**config.mk**
```make
export PLATFORM = sky130hd
export DESIGN_NAME = alu_issue_ctrl
export DESIGN_NICKNAME = d
export VERILOG_FILES = /design/src/rtl/alu_pkg.sv /design/src/rtl/alu_regfile.sv /design/src/rtl/alu_issue_ctrl.sv
export SDC_FILE = /design/constraint.sdc
export NUM_CORES = 1
export LEC_CHECK = 0
export CAP_MARGIN = 20
export CORE_MARGIN = 5
export CORE_UTILIZATION = 51
export DETAILED_ROUTE_END_ITERATION = 12
export PLACE_DENSITY = 0.8
export SYNTH_ARGS = -nofsm -noshare
export SYNTH_HDL_FRONTEND = slang
export SYNTH_SLANG_ARGS = --single-unit
export TNS_END_PERCENT = 50
```
**constraint.sdc**
```tcl
create_clock -name clk -period 1.7 [get_ports clk]
set_input_delay 0.17 -clock clk [delete_from_list [all_inputs] [get_ports clk]]
set_output_delay 0.17 -clock clk [all_outputs]
set_load 0.005 [all_outputs]
```
**src/rtl/alu_pkg.sv**
```systemverilog
// Shared definitions for the ALU issue controller: widths, instruction
// layout, function codes, controller states and decode helpers.
package alu_pkg;

   localparam int unsigned DATA_W = 16;
   localparam int unsigned RA_W   = 3;
   localparam int unsigned NREGS  = 8;
   localparam int unsigned OP_W   = 4;
   localparam int unsigned IMM5_W = 5;

   // Instruction field offsets
   localparam int unsigned FUNC_LSB = 12;
   localparam int unsigned RD_LSB   = 9;
   localparam int unsigned RA_LSB   = 6;
   localparam int unsigned IMM_BIT  = 5;
   localparam int unsigned RB_LSB   = 0;

   localparam logic [OP_W-1:0] FUNC_ADD = 4'h0;
   localparam logic [OP_W-1:0] FUNC_ADC = 4'h1;
   localparam logic [OP_W-1:0] FUNC_SUB = 4'h2;
   localparam logic [OP_W-1:0] FUNC_SBC = 4'h3;
   localparam logic [OP_W-1:0] FUNC_AND = 4'h4;
   localparam logic [OP_W-1:0] FUNC_OR  = 4'h5;
   localparam logic [OP_W-1:0] FUNC_XOR = 4'h6;
   localparam logic [OP_W-1:0] FUNC_NOT = 4'h7;
   localparam logic [OP_W-1:0] FUNC_SHL = 4'h8;
   localparam logic [OP_W-1:0] FUNC_SHR = 4'h9;

   // Instruction word; low[4:0] is imm5 when imm=1, low[2:0] is rb when imm=0
   typedef struct packed {
      logic [OP_W-1:0]   func;
      logic [RA_W-1:0]   rd;
      logic [RA_W-1:0]   ra;
      logic              imm;
      logic [IMM5_W-1:0] low;
   } instr_t;

   typedef enum logic [1:0] {
      IDLE = 2'd0,
      READ = 2'd1,
      EXEC = 2'd2,
      WB   = 2'd3
   } state_e;

   // Arithmetic funcs are the only ones that update the carry flag
   function automatic logic is_arith(input logic [OP_W-1:0] func);
      return (func == FUNC_ADD) || (func == FUNC_ADC) ||
             (func == FUNC_SUB) || (func == FUNC_SBC);
   endfunction

   function automatic logic is_reserved(input logic [OP_W-1:0] func);
      return func > FUNC_SHR;
   endfunction

   // Carry-chained funcs feed the flag into the ALU carry input
   function automatic logic uses_carry_in(input logic [OP_W-1:0] func);
      return (func == FUNC_ADC) || (func == FUNC_SBC);
   endfunction

endpackage

```
**src/rtl/alu_regfile.sv**
```systemverilog
// 8x16 register file: two asynchronous read ports, one synchronous write port.
// r0 always reads as zero and writes to it are dropped.
// Ports:
//   clk, rst_n              clock, async active-low reset (clears all registers)
//   rd_a_addr_i/rd_a_data_o read port A
//   rd_b_addr_i/rd_b_data_o read port B
//   we_i, wr_addr_i, wr_data_i  write port
module alu_regfile
   import alu_pkg::*;
(
   input  logic              clk,
   input  logic              rst_n,
   input  logic [RA_W-1:0]   rd_a_addr_i,
   output logic [DATA_W-1:0] rd_a_data_o,
   input  logic [RA_W-1:0]   rd_b_addr_i,
   output logic [DATA_W-1:0] rd_b_data_o,
   input  logic              we_i,
   input  logic [RA_W-1:0]   wr_addr_i,
   input  logic [DATA_W-1:0] wr_data_i
);

   logic [DATA_W-1:0] regs_q [NREGS];

   // Storage update; entry 0 is never written so it stays at its reset zero
   always_ff @(posedge clk or negedge rst_n) begin
      if (!rst_n) begin
         for (int i = 0; i < int'(NREGS); i++) begin
            regs_q[i] <= '0;
         end
      end else if (we_i && (wr_addr_i != '0)) begin
         regs_q[wr_addr_i] <= wr_data_i;
      end
   end

   assign rd_a_data_o = (rd_a_addr_i == '0) ? '0 : regs_q[rd_a_addr_i];
   assign rd_b_data_o = (rd_b_addr_i == '0) ? '0 : regs_q[rd_b_addr_i];

endmodule

```
**src/rtl/alu_issue_ctrl.sv**
```systemverilog
// Multi-cycle issue controller for a combinational 16-bit ALU. Accepts one
// instruction per handshake, presents operands, captures the ALU result,
// writes it back and maintains the carry flag. Four cycles per instruction.
// Ports:
//   clk, rst_n                       clock, async active-low reset
//   instr_valid/instr_ready/instr    instruction handshake
//   alu_a/alu_b/alu_op/alu_cin       ALU operands (registered)
//   alu_result/alu_cout              ALU outputs (combinational from ALU)
//   wb_en/wb_addr/wb_data            register write-back (one-cycle pulse)
//   done/illegal                     retire pulse, reserved-opcode flag
//   carry_flag                       current carry flag
module alu_issue_ctrl
   import alu_pkg::*;
(
   input  logic              clk,
   input  logic              rst_n,
   input  logic              instr_valid,
   output logic              instr_ready,
   input  logic [DATA_W-1:0] instr,
   output logic [DATA_W-1:0] alu_a,
   output logic [DATA_W-1:0] alu_b,
   output logic [OP_W-1:0]   alu_op,
   output logic              alu_cin,
   input  logic [DATA_W-1:0] alu_result,
   input  logic              alu_cout,
   output logic              wb_en,
   output logic [RA_W-1:0]   wb_addr,
   output logic [DATA_W-1:0] wb_data,
   output logic              done,
   output logic              illegal,
   output logic              carry_flag
);

   state_e            state_q, state_d;
   logic [OP_W-1:0]   func_q, func_d;
   logic [RA_W-1:0]   rd_q, rd_d;
   logic              ready_q, ready_d;
   logic [DATA_W-1:0] alu_a_q, alu_a_d;
   logic [DATA_W-1:0] alu_b_q, alu_b_d;
   logic [OP_W-1:0]   alu_op_q, alu_op_d;
   logic              alu_cin_q, alu_cin_d;
   logic              cout_q, cout_d;
   logic              wb_en_q, wb_en_d;
   logic [RA_W-1:0]   wb_addr_q, wb_addr_d;
   logic [DATA_W-1:0] wb_data_q, wb_data_d;
   logic              done_q, done_d;
   logic              illegal_q, illegal_d;
   logic              carry_q, carry_d;

   instr_t            in_w;
   logic [DATA_W-1:0] rf_a_c;
   logic [DATA_W-1:0] rf_b_c;

   assign in_w = instr_t'(instr);

   // Operands are read straight from the offered word so the ALU inputs are
   // already stable in the first cycle after the accept edge.
   alu_regfile u_regfile (
      .clk         (clk),
      .rst_n       (rst_n),
      .rd_a_addr_i (in_w.ra),
      .rd_a_data_o (rf_a_c),
      .rd_b_addr_i (in_w.low[RA_W-1:0]),
      .rd_b_data_o (rf_b_c),
      .we_i        (wb_en_q),
      .wr_addr_i   (wb_addr_q),
      .wr_data_i   (wb_data_q)
   );

   // Next-state and next-output decode
   always_comb begin
      state_d   = state_q;
      func_d    = func_q;
      rd_d      = rd_q;
      alu_a_d   = alu_a_q;
      alu_b_d   = alu_b_q;
      alu_op_d  = alu_op_q;
      alu_cin_d = alu_cin_q;
      cout_d    = cout_q;
      wb_en_d   = 1'b0;
      wb_addr_d = wb_addr_q;
      wb_data_d = wb_data_q;
      done_d    = 1'b0;
      illegal_d = 1'b0;
      carry_d   = carry_q;

      case (state_q)
         IDLE: begin
            if (instr_valid && ready_q) begin
               func_d    = in_w.func;
               rd_d      = in_w.rd;
               alu_a_d   = rf_a_c;
               alu_b_d   = in_w.imm ? DATA_W'(in_w.low) : rf_b_c;
               alu_op_d  = in_w.func;
               alu_cin_d = uses_carry_in(in_w.func) ? carry_q : 1'b0;
               state_d   = READ;
            end
         end
         READ: begin
            state_d = EXEC;
         end
         EXEC: begin
            // Capture the settled ALU outputs and stage the write-back
            wb_data_d = alu_result;
            cout_d    = alu_cout;
            wb_addr_d = rd_q;
            wb_en_d   = !is_reserved(func_q);
            illegal_d = is_reserved(func_q);
            done_d    = 1'b1;
            state_d   = WB;
         end
         WB: begin
            if (is_arith(func_q)) begin
               carry_d = cout_q;
            end
            state_d = IDLE;
         end
         default: begin
            state_d = IDLE;
         end
      endcase

      ready_d = (state_d == IDLE);
   end

   // State and output registers
   always_ff @(posedge clk or negedge rst_n) begin
      if (!rst_n) begin
         state_q   <= IDLE;
         func_q    <= '0;
         rd_q      <= '0;
         ready_q   <= 1'b1;
         alu_a_q   <= '0;
         alu_b_q   <= '0;
         alu_op_q  <= '0;
         alu_cin_q <= 1'b0;
         cout_q    <= 1'b0;
         wb_en_q   <= 1'b0;
         wb_addr_q <= '0;
         wb_data_q <= '0;
         done_q    <= 1'b0;
         illegal_q <= 1'b0;
         carry_q   <= 1'b0;
      end else begin
         state_q   <= state_d;
         func_q    <= func_d;
         rd_q      <= rd_d;
         ready_q   <= ready_d;
         alu_a_q   <= alu_a_d;
         alu_b_q   <= alu_b_d;
         alu_op_q  <= alu_op_d;
         alu_cin_q <= alu_cin_d;
         cout_q    <= cout_d;
         wb_en_q   <= wb_en_d;
         wb_addr_q <= wb_addr_d;
         wb_data_q <= wb_data_d;
         done_q    <= done_d;
         illegal_q <= illegal_d;
         carry_q   <= carry_d;
      end
   end

   assign instr_ready = ready_q;
   assign alu_a       = alu_a_q;
   assign alu_b       = alu_b_q;
   assign alu_op      = alu_op_q;
   assign alu_cin     = alu_cin_q;
   assign wb_en       = wb_en_q;
   assign wb_addr     = wb_addr_q;
   assign wb_data     = wb_data_q;
   assign done        = done_q;
   assign illegal     = illegal_q;
   assign carry_flag  = carry_q;

endmodule

```
==> flow_summary_export.csv, run 1 <==
group,metric,value,unit
status,outcome,"finished clean",
critical_path,regToRegStartpoint,"state_q[0]$_DFF_PN0_",
sta,setup_tns,0,ns
detailed_routing,vias,6171,
flow_run,maxCapViolCount,0,
critical_path,cell_by_cell_listing_of_the_critical_path,"clkdlybuf4s50_1",
critical_path,critical_path_required,1.53,ns
clocking,clock_tree_from_tritoncts,"built",
yosys,post_synth_inst_count,629,
clocking,root_buffer,"clkbuf_16",
yosys,synth-edff-count,0,
critical_path,timing.critical_path.from_type,"flop",
sta,timing_worst_slew_pin_value,0.887,ns
critical_path,timing.critical_path.slowest_cell_delay,0.56,ns
yosys,synth.most_common_cell,"dfrtp_1",
yosys,yosysSeqAreaShare,52.2,%
sta,slew_headroom,40.8,%
yosys,combinational_family_with_the_most_area_after_synthesis,"multiplexers",
sta,rsz_0062_raised_after_global_routing,"false",
yosys,synth_warnings,0,
critical_path,cp_max_fo,4,
power,worst_vdd_rail_ir_drop,0.861,mV
floorplan,die_h,140,um
critical_path,r2r_end,"alu_b[7]$_DFFE_PN0P_",
clocking,numCtsBuffers,17,
detailed_routing,ant_nets,0,
yosys,synth_fa_ha_area_share,0.437,%
finish,drive_above_1_share,36.5,%
sta,hold_viol,0,
sta,setup_viol_count_final,0,
floorplan,floorplan.die.width,140,um
detailed_routing,drt_first_pass_iters,5,
finish,finalNonFillerCells,985,
yosys,synth.area.mux_share,29.9,%
sta,final_ws_setup,0.0400,ns
floorplan,design.core.area,16500,sq um
power,leak_pwr,4.75,nW
detailed_routing,remaining_drc_errors,0,
critical_path,reg2reg_setup_slack,0.09,ns
worst_hold_path,hold_path_startpoint,"instr[11]",
yosys,syn-mean-instance-area,13.7,sq um
yosys,post_synth_num_cell_types,46,
yosys,post_synthesis_compound_gate_area_fraction,8.73,%
sta,report.final.slew_viol_count,0,
yosys,synth_top_cell_by_area,"dfrtp_1",
critical_path,reg2regPathDepth,5,
worst_hold_path,min_path_type,"in2reg",
critical_path,arrival,1.49,ns
placement,place.detailed.hpwl,14.6,mm
floorplan,top_ports,97,
clocking,clk-insertion-delay-late,0.43,ns
critical_path,end_kind,"output port",
finish,fillers,1172,
floorplan,floorplan.initialDensity,52.0,%
yosys,synthSimpleGateAreaFrac,5.42,%
clocking,cts_max_level,4,
grt,grt_max_degree,75,
clocking,ctsLongestPathBuffers,2,
floorplan,placementRows,47,
yosys,postSynthNetCount,668,
detailed_routing,detail_route.wirelength,22.8,mm
clocking,cts.sink_count,179,
sta,clock.fmax,602,MHz
grt,via_count_of_the_first_global_routing_pass,6599,
sta,period_share,97.6,%
yosys,netlist_area,8590,sq um
power,power-per-cell-area,1740,nW/um^2
yosys,synth-seq-cells,179,
grt,globalRoute.totalOverflow,0,
worst_hold_path,worst_hold_path.endpoint,"rd_q[2]$_DFFE_PN0P_",
finish,design.final.nets,791,
placement,dp_worst_setup_slack,-0.362,ns
yosys,ys_async_sr_fraction,100,%
yosys,synthFlopType,"dfrtp_1",
yosys,yosys.area_share.xor_xnor,0,%
yosys,synth_top_cells_by_count,"178 x dfrtp_1, 139 x mux2_2, 40 x nand2_1",
sta,min_period,1.66,ns
floorplan,design.die.area,19500,sq um
placement,placed_cells,949,
detailed_routing,drt_first_iter_violations,466,
clocking,clk_transition_reported_paths,0.06,ns
worst_hold_path,hold_path_depth,3,
critical_path,worst-path-buf-inv,1,
finish,area_growth_syn_to_layout,25.7,%
finish,diodes,0,
detailed_routing,route.detailed.vias_per_inst,6.26,
detailed_routing,post_drt_wl_per_cell,23.1,um
yosys,yosys.area.top_type_share,51.9,%
critical_path,timing.critical_path.slowest_stage_cell,"dfstp_2",
grt,grt_antenna_before_repair,0,
grt,first_pass_grt_wire_length,36.5,mm
critical_path,path_class,"reg2out",
placement,port-buffer-count,96,
grt,grt_use_total,23.7,%
critical_path,worst_path_dominant_cell_family,"flip-flops",
yosys,synth.top_cells.by_area,"dfrtp_1 52%, mux2_2 18%, mux2_1 4.1%",
sta,worst_clock_skew,0.00896,ns
placement,rd_place_congestion,0.890,
==> flip-flops by register name (all words and copies together) (netlist names) <==
| name | flops |
|---|---|
| wb_en | 1 |
| alu_a | 16 |
| alu_b | 16 |
| alu_op | 4 |
| instr_ready | 1 |
| wb_addr | 3 |
| state_q | 2 |
| cout_q | 1 |
| wb_data | 16 |
| alu_cin | 1 |
| carry_flag | 1 |
| u_regfile.regs_q | 112 |
| rd_q | 3 |
| done | 1 |
| illegal | 1 |
==> repair_timing <==
| action | 4_1_cts | 5_1_grt |
|---|---|---|
| gates cloned | 0 | 0 |
| setup buffers | 0 | 3 |
| hold endpoints to repair | 178 | 0 |
| resized for setup | 9 | 13 |
| hold buffers | 1 | 0 |
| endpoints found under the setup margin | 17 | 17 |
==> cells by family (layout without fill, tap and decap cells) <==
group	count (synthesis)	count (layout)
flops	179	179
fa+ha+maj	3	3
buf+inv	54	190
compound gates	94	94
simple gates	84	84
mux	215	215
==> through the flow <==
step | util, % | hold slack, ns | total power (W) | cell area (sq um)
2_1_floorplan | - | -0.126 | 0.0115 | 8590
3_3_place_gp | 61.4 | 0.181 | 0.0143 | 10100
3_5_place_dp | 61.4 | 0.188 | 0.0147 | 10100
4_1_cts | 65.1 | 0.252 | 0.0188 | 10800
5_1_grt | 65.3 | 0.279 | 0.0198 | 10800
6_report | 65.3 | 0.263 | 0.0188 | 10800
==> metal layers <==
layer | routed length [um] | GRT usage (%) | vias to the layer above
met5 | 0 | 0 | -
met4 | 970 | 11.5 | 0
met3 | 1050 | 4.01 | 80
met2 | 11500 | 40.1 | 255
met1 | 9220 | 29.6 | 3194
li1 | - | - | 2642
==> cell usage in the layout, fill, tap and decap left out, types with 3 or more instances in the layout <==
cell type	instances
mux4_2	14
o22a_1	7
nand2b_1	10
mux2_4	5
o221ai_1	7
buf_4	42
o31ai_1	10
clkdlybuf4s50_1	93
inv_6	5
mux2_2	139
o22ai_1	8
a211oi_1	9
dfrtp_1	160
a221o_1	11
clkbuf_16	17
clkinv_4	3
buf_12	13
inv_1	4
a221oi_1	11
a31oi_1	6
dfrtp_2	18
mux2_1	31
a32o_1	11
clkbuf_8	3
nand2_1	40
a21oi_1	9
mux2i_1	26
nor2b_1	7
buf_6	3
nor2_1	7
==> where the power goes <==
part	total, W	switching [W]	leakage [nW]	internal (W)
logic	0.00648	0.00228	2.23	0.00419
clock network	0.00389	0.00173	0.284	0.00216
registers	0.00847	0.00206	2.23	0.00640
total	0.0188	0.00607	4.75	0.0128
==> area by class of cell <==
class / count / area, sq um / share of cell area [%]
clock buffers: 20 / 467 / 4.32
clock inverters: 12 / 120 / 1.11
flip-flops and latches: 179 / 4500 / 41.7
repair buffers: 154 / 1560 / 14.4
well taps: 220 / 275 / 2.55
inverters: 4 / 15.0 / 0.139
multi-input cells: 396 / 3860 / 35.7
==> tightest hold or removal path: stages <==
cell and delay [ns]:
clkdlybuf4s50_1 0.39, nand2_1 0.05, nand2_1 0.04
==> worst max path at each step <==
stage / from / end / cells after the start
after floorplan: state_q[0]$_DFF_PN0_ / alu_a[12]$_DFFE_PN0P_ / 7
after CTS: wb_en$_DFF_PN0_ / wb_en / 2
after global routing: instr_ready$_DFF_PN1_ / instr_ready / 1
after detailed placement: instr[2] / alu_b[7]$_DFFE_PN0P_ / 4
final: instr_ready$_DFF_PN1_ / instr_ready / 1
after global placement: instr[2] / alu_b[5]$_DFFE_PN0P_ / 4
(Power assumes the default switching activity.)
==> run 2, diff against run 1 <==
SKIP_CTS_REPAIR_TIMING = 1   (was default)
==> flow_summary_export.csv, run 2 (synthesis gave the netlist of run 1 again) <==
group,metric,value,unit
critical_path,cp-endpoint,"instr_ready",
finish,mostFrequentLayoutCell,"dfrtp_1",
floorplan,die_h,140,um
sta,min_period,1.66,ns
floorplan,floorplan.die.width,140,um
critical_path,timing.critical_path.slowest_cell_delay,0.56,ns
power,leak_pwr,4.75,nW
sta,setup_viol_count_final,0,
critical_path,setup.worst_path.start,"instr_ready$_DFF_PN1_",
floorplan,design.die.area,19500,sq um
sta,report.final.slew_viol_count,0,
detailed_routing,vias,6101,
critical_path,worst-path-buf-inv,1,
finish,sequential_cell_area,4500,sq um
detailed_routing,drt_first_iter_violations,425,
clocking,root_buffer,"clkbuf_16",
finish,diodes,0,
sta,worst_clock_skew,0.00937,ns
critical_path,cell_by_cell_listing_of_the_critical_path,"clkdlybuf4s50_1",
critical_path,end_kind,"output port",
power,power-per-cell-area,1740,nW/um^2
clocking,numCtsBuffers,17,
finish,largest_reg_flops,112,
critical_path,arrival,1.49,ns
floorplan,top_ports,97,
detailed_routing,route.detailed.vias_per_inst,6.21,
flow_run,maxCapViolCount,0,
critical_path,reg2regPathDepth,5,
detailed_routing,remaining_drc_errors,0,
sta,clock.fmax,602,MHz
clocking,cts_max_level,4,
critical_path,crit_cells,1,
floorplan,design.core.area,16500,sq um
critical_path,r2r_end,"alu_b[7]$_DFFE_PN0P_",
grt,grt_max_degree,75,
critical_path,reg2reg_setup_slack,0.10,ns
critical_path,timing.critical_path.slowest_stage_cell,"dfstp_2",
grt,via_count_of_the_first_global_routing_pass,6599,
finish,drive_above_1_share,36.2,%
clocking,ctsLongestPathBuffers,2,
detailed_routing,detail_route.wirelength,22.7,mm
finish,most_flop_heavy_register,"u_regfile.regs_q",
clocking,clk-insertion-delay-late,0.43,ns
critical_path,timing.critical_path.from_type,"flop",
grt,grt_antenna_before_repair,0,
grt,first_pass_grt_wire_length,36.4,mm
finish,fin_util,65.2,%
detailed_routing,ant_nets,0,
critical_path,path_class,"reg2out",
placement,place.detailed.hpwl,14.6,mm
placement,dp_worst_setup_slack,-0.362,ns
clocking,cts.sink_count,179,
finish,layout.cells.most_common_list,"160 x dfrtp_1, 139 x mux2_2, 92 x clkdlybuf4s50_1",
critical_path,worst_path_dominant_cell_family,"flip-flops",
power,worst_vdd_rail_ir_drop,0.866,mV
critical_path,regToRegStartpoint,"state_q[0]$_DFF_PN0_",
detailed_routing,post_drt_wl_per_cell,23.1,um
sta,hold_viol,0,
finish,design.final.nets,788,
floorplan,placementRows,47,
finish,fillers,1171,
sta,slew_headroom,42.0,%
critical_path,cp_max_fo,4,
sta,rsz_0062_raised_after_global_routing,"false",
floorplan,floorplan.initialDensity,52.0,%
clocking,clk_transition_reported_paths,0.06,ns
grt,globalRoute.totalOverflow,0,
sta,final_ws_setup,0.0386,ns
critical_path,critical_path_required,1.53,ns
status,outcome,"finished clean",
sta,period_share,97.7,%
grt,grt_use_total,23.6,%
detailed_routing,drt_first_pass_iters,5,
clocking,clock_tree_from_tritoncts,"built",
finish,area_growth_syn_to_layout,25.5,%
sta,hold_slack,0.262,ns
placement,rd_place_congestion,0.890,
power,power.total,0.0188,W
worst_hold_path,min_path_type,"in2reg",
sta,timing_worst_slew_pin_value,0.868,ns
placement,port-buffer-count,96,
finish,multi_input_area,3860,sq um
-- run 2: cell count changes in the layout (fill, tap and decap cells not counted) --
cell             before  now
buf_4                42   39
clkdlybuf4s50_1      93   92
dlymetal6s2s_1        0    1
-- run 2: worst min-delay path by stage --
stage / from / end / slack, ns / depth (start not counted)
detailed placement: rst_n / u_regfile.regs_q[65]$_DFFE_PN0P_ / 0.19 / 2
finish: instr[11] / rd_q[2]$_DFFE_PN0P_ / 0.26 / 3
CTS: rst_n / u_regfile.regs_q[49]$_DFFE_PN0P_ / -0.27 / 2
global route: instr[11] / rd_q[2]$_DFFE_PN0P_ / 0.28 / 3
global placement: rst_n / u_regfile.regs_q[65]$_DFFE_PN0P_ / 0.18 / 2
floorplan: rst_n / alu_a[0]$_DFFE_PN0P_ / -0.13 / 0
-- run 2: area by class of cell --
type,instances,share of cell area [%]
sequential,179,41.8
multi-input combinational,396,35.8
timing repair buffer,151,14.3
clock buffer,20,4.33
tap,220,2.55
clock inverter,12,1.11
inverter,4,0.139
-- run 2: layer usage --
| layer | global-route usage, % | routed length, um |
|---|---|---|
| met4 | 11.4 | 959 |
| met5 | 0 | 0 |
| met2 | 40.0 | 11500 |
| met1 | 29.4 | 9220 |
| met3 | 4.01 | 981 |
-- run 2: where the power goes --
| group | leakage [nW] | switching, W | internal (W) |
|---|---|---|---|
| sequential | 2.23 | 0.00206 | 0.00640 |
| combinational | 2.23 | 0.00227 | 0.00416 |
| clock | 0.284 | 0.00173 | 0.00216 |
| total | 4.75 | 0.00606 | 0.0127 |
-- run 2: per-stage QoR --
stage               instances  instance area (sq um)  setup TNS, ns
global route              982                  10800              0
finish                    982                  10800              0
floorplan                 629                   8590              0
CTS                       981                  10700          -1.75
global placement          949                  10100          -6.09
detailed placement        949                  10100          -6.41
==> run 3, diff against run 2 <==
CORE_MARGIN = default   (was 5)
==> flow_summary_export.csv, run 3 (synthesis gave the netlist of run 1 again) <==
group,metric,value,unit
grt,grt_use_total,27.0,%
critical_path,timing.critical_path.slowest_cell_delay,0.60,ns
floorplan,design.die.area,17400,sq um
grt,grt_antenna_before_repair,0,
critical_path,cell_by_cell_listing_of_the_critical_path,"clkdlybuf4s50_1, buf_4, buf_4, mux2_2, a221oi_1, a31oi_1",
clocking,root_buffer,"clkbuf_16",
grt,via_count_of_the_first_global_routing_pass,6601,
detailed_routing,vias,6152,
sta,report.final.slew_viol_count,0,
grt,grt_max_degree,47,
detailed_routing,drt_first_iter_violations,478,
placement,placement.cell_area,10200,sq um
floorplan,floorplan.initialDensity,52.0,%
finish,finalNonFillerCells,989,
critical_path,critical_path_required,2.00,ns
critical_path,reg2regPathDepth,7,
finish,diodes,0,
placement,port-buffer-count,96,
placement,place.detailed.hpwl,15.1,mm
power,leak_pwr,4.81,nW
sta,slew_headroom,41.7,%
finish,design.final.nets,795,
finish,mostFrequentLayoutCell,"dfrtp_1",
finish,largest_reg_flops,112,
critical_path,worst_path_dominant_cell_family,"buffers and inverters",
grt,globalRoute.totalOverflow,0,
grt,first_pass_grt_wire_length,35.9,mm
critical_path,critical_path.most_common_cell,"buf_4",
status,outcome,"finished clean",
power,worst_vdd_rail_ir_drop,0.862,mV
clocking,cts_max_level,4,
critical_path,regToRegStartpoint,"state_q[0]$_DFF_PN0_",
critical_path,path_class,"in2reg",
critical_path,r2r_end,"alu_b[14]$_DFFE_PN0P_",
critical_path,timing.critical_path.from_type,"primary input",
clocking,clock_tree_from_tritoncts,"built",
power,power-per-cell-area,1750,nW/um^2
floorplan,floorplan.die.width,132,um
critical_path,cp_max_fo,7,
floorplan,placementRows,47,
finish,area_growth_syn_to_layout,27.0,%
clocking,numCtsBuffers,17,
finish,most_flop_heavy_register,"u_regfile.regs_q",
detailed_routing,route.detailed.vias_per_inst,6.22,
worst_hold_path,min_path_type,"in2async",
finish,fillers,1146,
sta,rsz_0062_raised_after_global_routing,"false",
detailed_routing,remaining_drc_errors,0,
clocking,cts.sink_count,179,
detailed_routing,ant_nets,0,
detailed_routing,detail_route.wirelength,22.4,mm
critical_path,end_kind,"flop",
critical_path,worst-path-buf-inv,3,
sta,setup_viol_count_final,0,
sta,worst_clock_skew,0.00821,ns
critical_path,timing.critical_path.slowest_stage_cell,"clkdlybuf4s50_1",
clocking,ctsLongestPathBuffers,2,
floorplan,design.core.area,16500,sq um
critical_path,arrival,1.97,ns
finish,stdcell_area,10900,sq um
sta,clock.fmax,597,MHz
placement,placed_cells,955,
floorplan,die_h,132,um
floorplan,top_ports,97,
clocking,clk_transition_reported_paths,0.06,ns
sta,period_share,98.5,%
clocking,clk-insertion-delay-late,0.43,ns
critical_path,reg2reg_setup_slack,0.11,ns
finish,layout.cells.most_common_list,"161 x dfrtp_1, 139 x mux2_2, 92 x clkdlybuf4s50_1",
placement,rd_place_congestion,0.840,
flow_run,maxCapViolCount,0,
sta,hold_viol,0,
sta,min_period,1.67,ns
detailed_routing,drt_first_pass_iters,5,
finish,drive_above_1_share,36.5,%
sta,timing_worst_slew_pin_value,0.872,ns
detailed_routing,post_drt_wl_per_cell,22.6,um
[run 3: how the worst max path moves through the flow]
stage | endpoint | slack, ns | from | cells past startpoint
3_5_place_dp | alu_b[14]$_DFFE_PN0P_ | -0.33 | instr[2] | 5
4_1_cts | wb_addr[0] | -0.08 | wb_addr[0]$_DFFE_PN0P_ | 1
5_1_grt | wb_data[9] | 0.0004 | wb_data[9]$_DFFE_PN0P_ | 1
2_1_floorplan | alu_a[12]$_DFFE_PN0P_ | 0.07 | state_q[0]$_DFF_PN0_ | 7
6_report | alu_b[3]$_DFFE_PN0P_ | 0.03 | instr[2] | 6
3_3_place_gp | alu_b[5]$_DFFE_PN0P_ | -0.32 | instr[2] | 4
[run 3: per-stage QoR]
| step | setup slack [ns] | utilization [%] | hold WS, ns | TNS (ns) | total power, W |
|---|---|---|---|---|---|
| detailed placement | -0.331 | 62.0 | 0.139 | -6.74 | 0.0149 |
| CTS | -0.0770 | 65.7 | -0.321 | -0.673 | 0.0190 |
| global placement | -0.321 | 62.0 | 0.137 | -5.93 | 0.0143 |
| finish | 0.0252 | 66.0 | 0.238 | 0 | 0.0190 |
| floorplan | 0.0652 | - | -0.126 | 0 | 0.0115 |
| global route | 0.000385 | 66.0 | 0.258 | 0 | 0.0200 |
[run 3: layout make-up]
| type | count | area (sq um) | area share, % |
|---|---|---|---|
| inverters | 4 | 15.0 | 0.138 |
| flip-flops and latches | 179 | 4500 | 41.3 |
| clock inverters | 11 | 151 | 1.39 |
| repair buffers | 158 | 1640 | 15.0 |
| multi-input cells | 396 | 3860 | 35.3 |
| well taps | 220 | 275 | 2.52 |
| clock buffers | 21 | 470 | 4.31 |
[run 3: where the power goes]
group / internal, W / switching [W]
Combinational: 0.00425 / 0.00233
Sequential: 0.00640 / 0.00198
Clock: 0.00244 / 0.00163
Total: 0.0131 / 0.00594
[run 3: worst register-to-register path: cells and delay by family, from the launching register on]
| family | cells | cell delay, ns |
|---|---|---|
| buffers and inverters | 3 | 0.51 |
| DFF | 1 | 0.35 |
| AOI/OAI and AO/OA | 2 | 0.31 |
| adders and majority gates | 1 | 0.22 |
| and+or+nand+nor | 1 | 0.10 |
[run 3: metal layers]
metal  track usage, %  vias to the layer above  share of wire (%)
li1                 -                     2634                  -
met1             33.1                     3216                 40
met2             45.9                      238                 52
met3             5.57                       64                4.5
met4             13.0                        0                3.5
met5                0                        -                  0
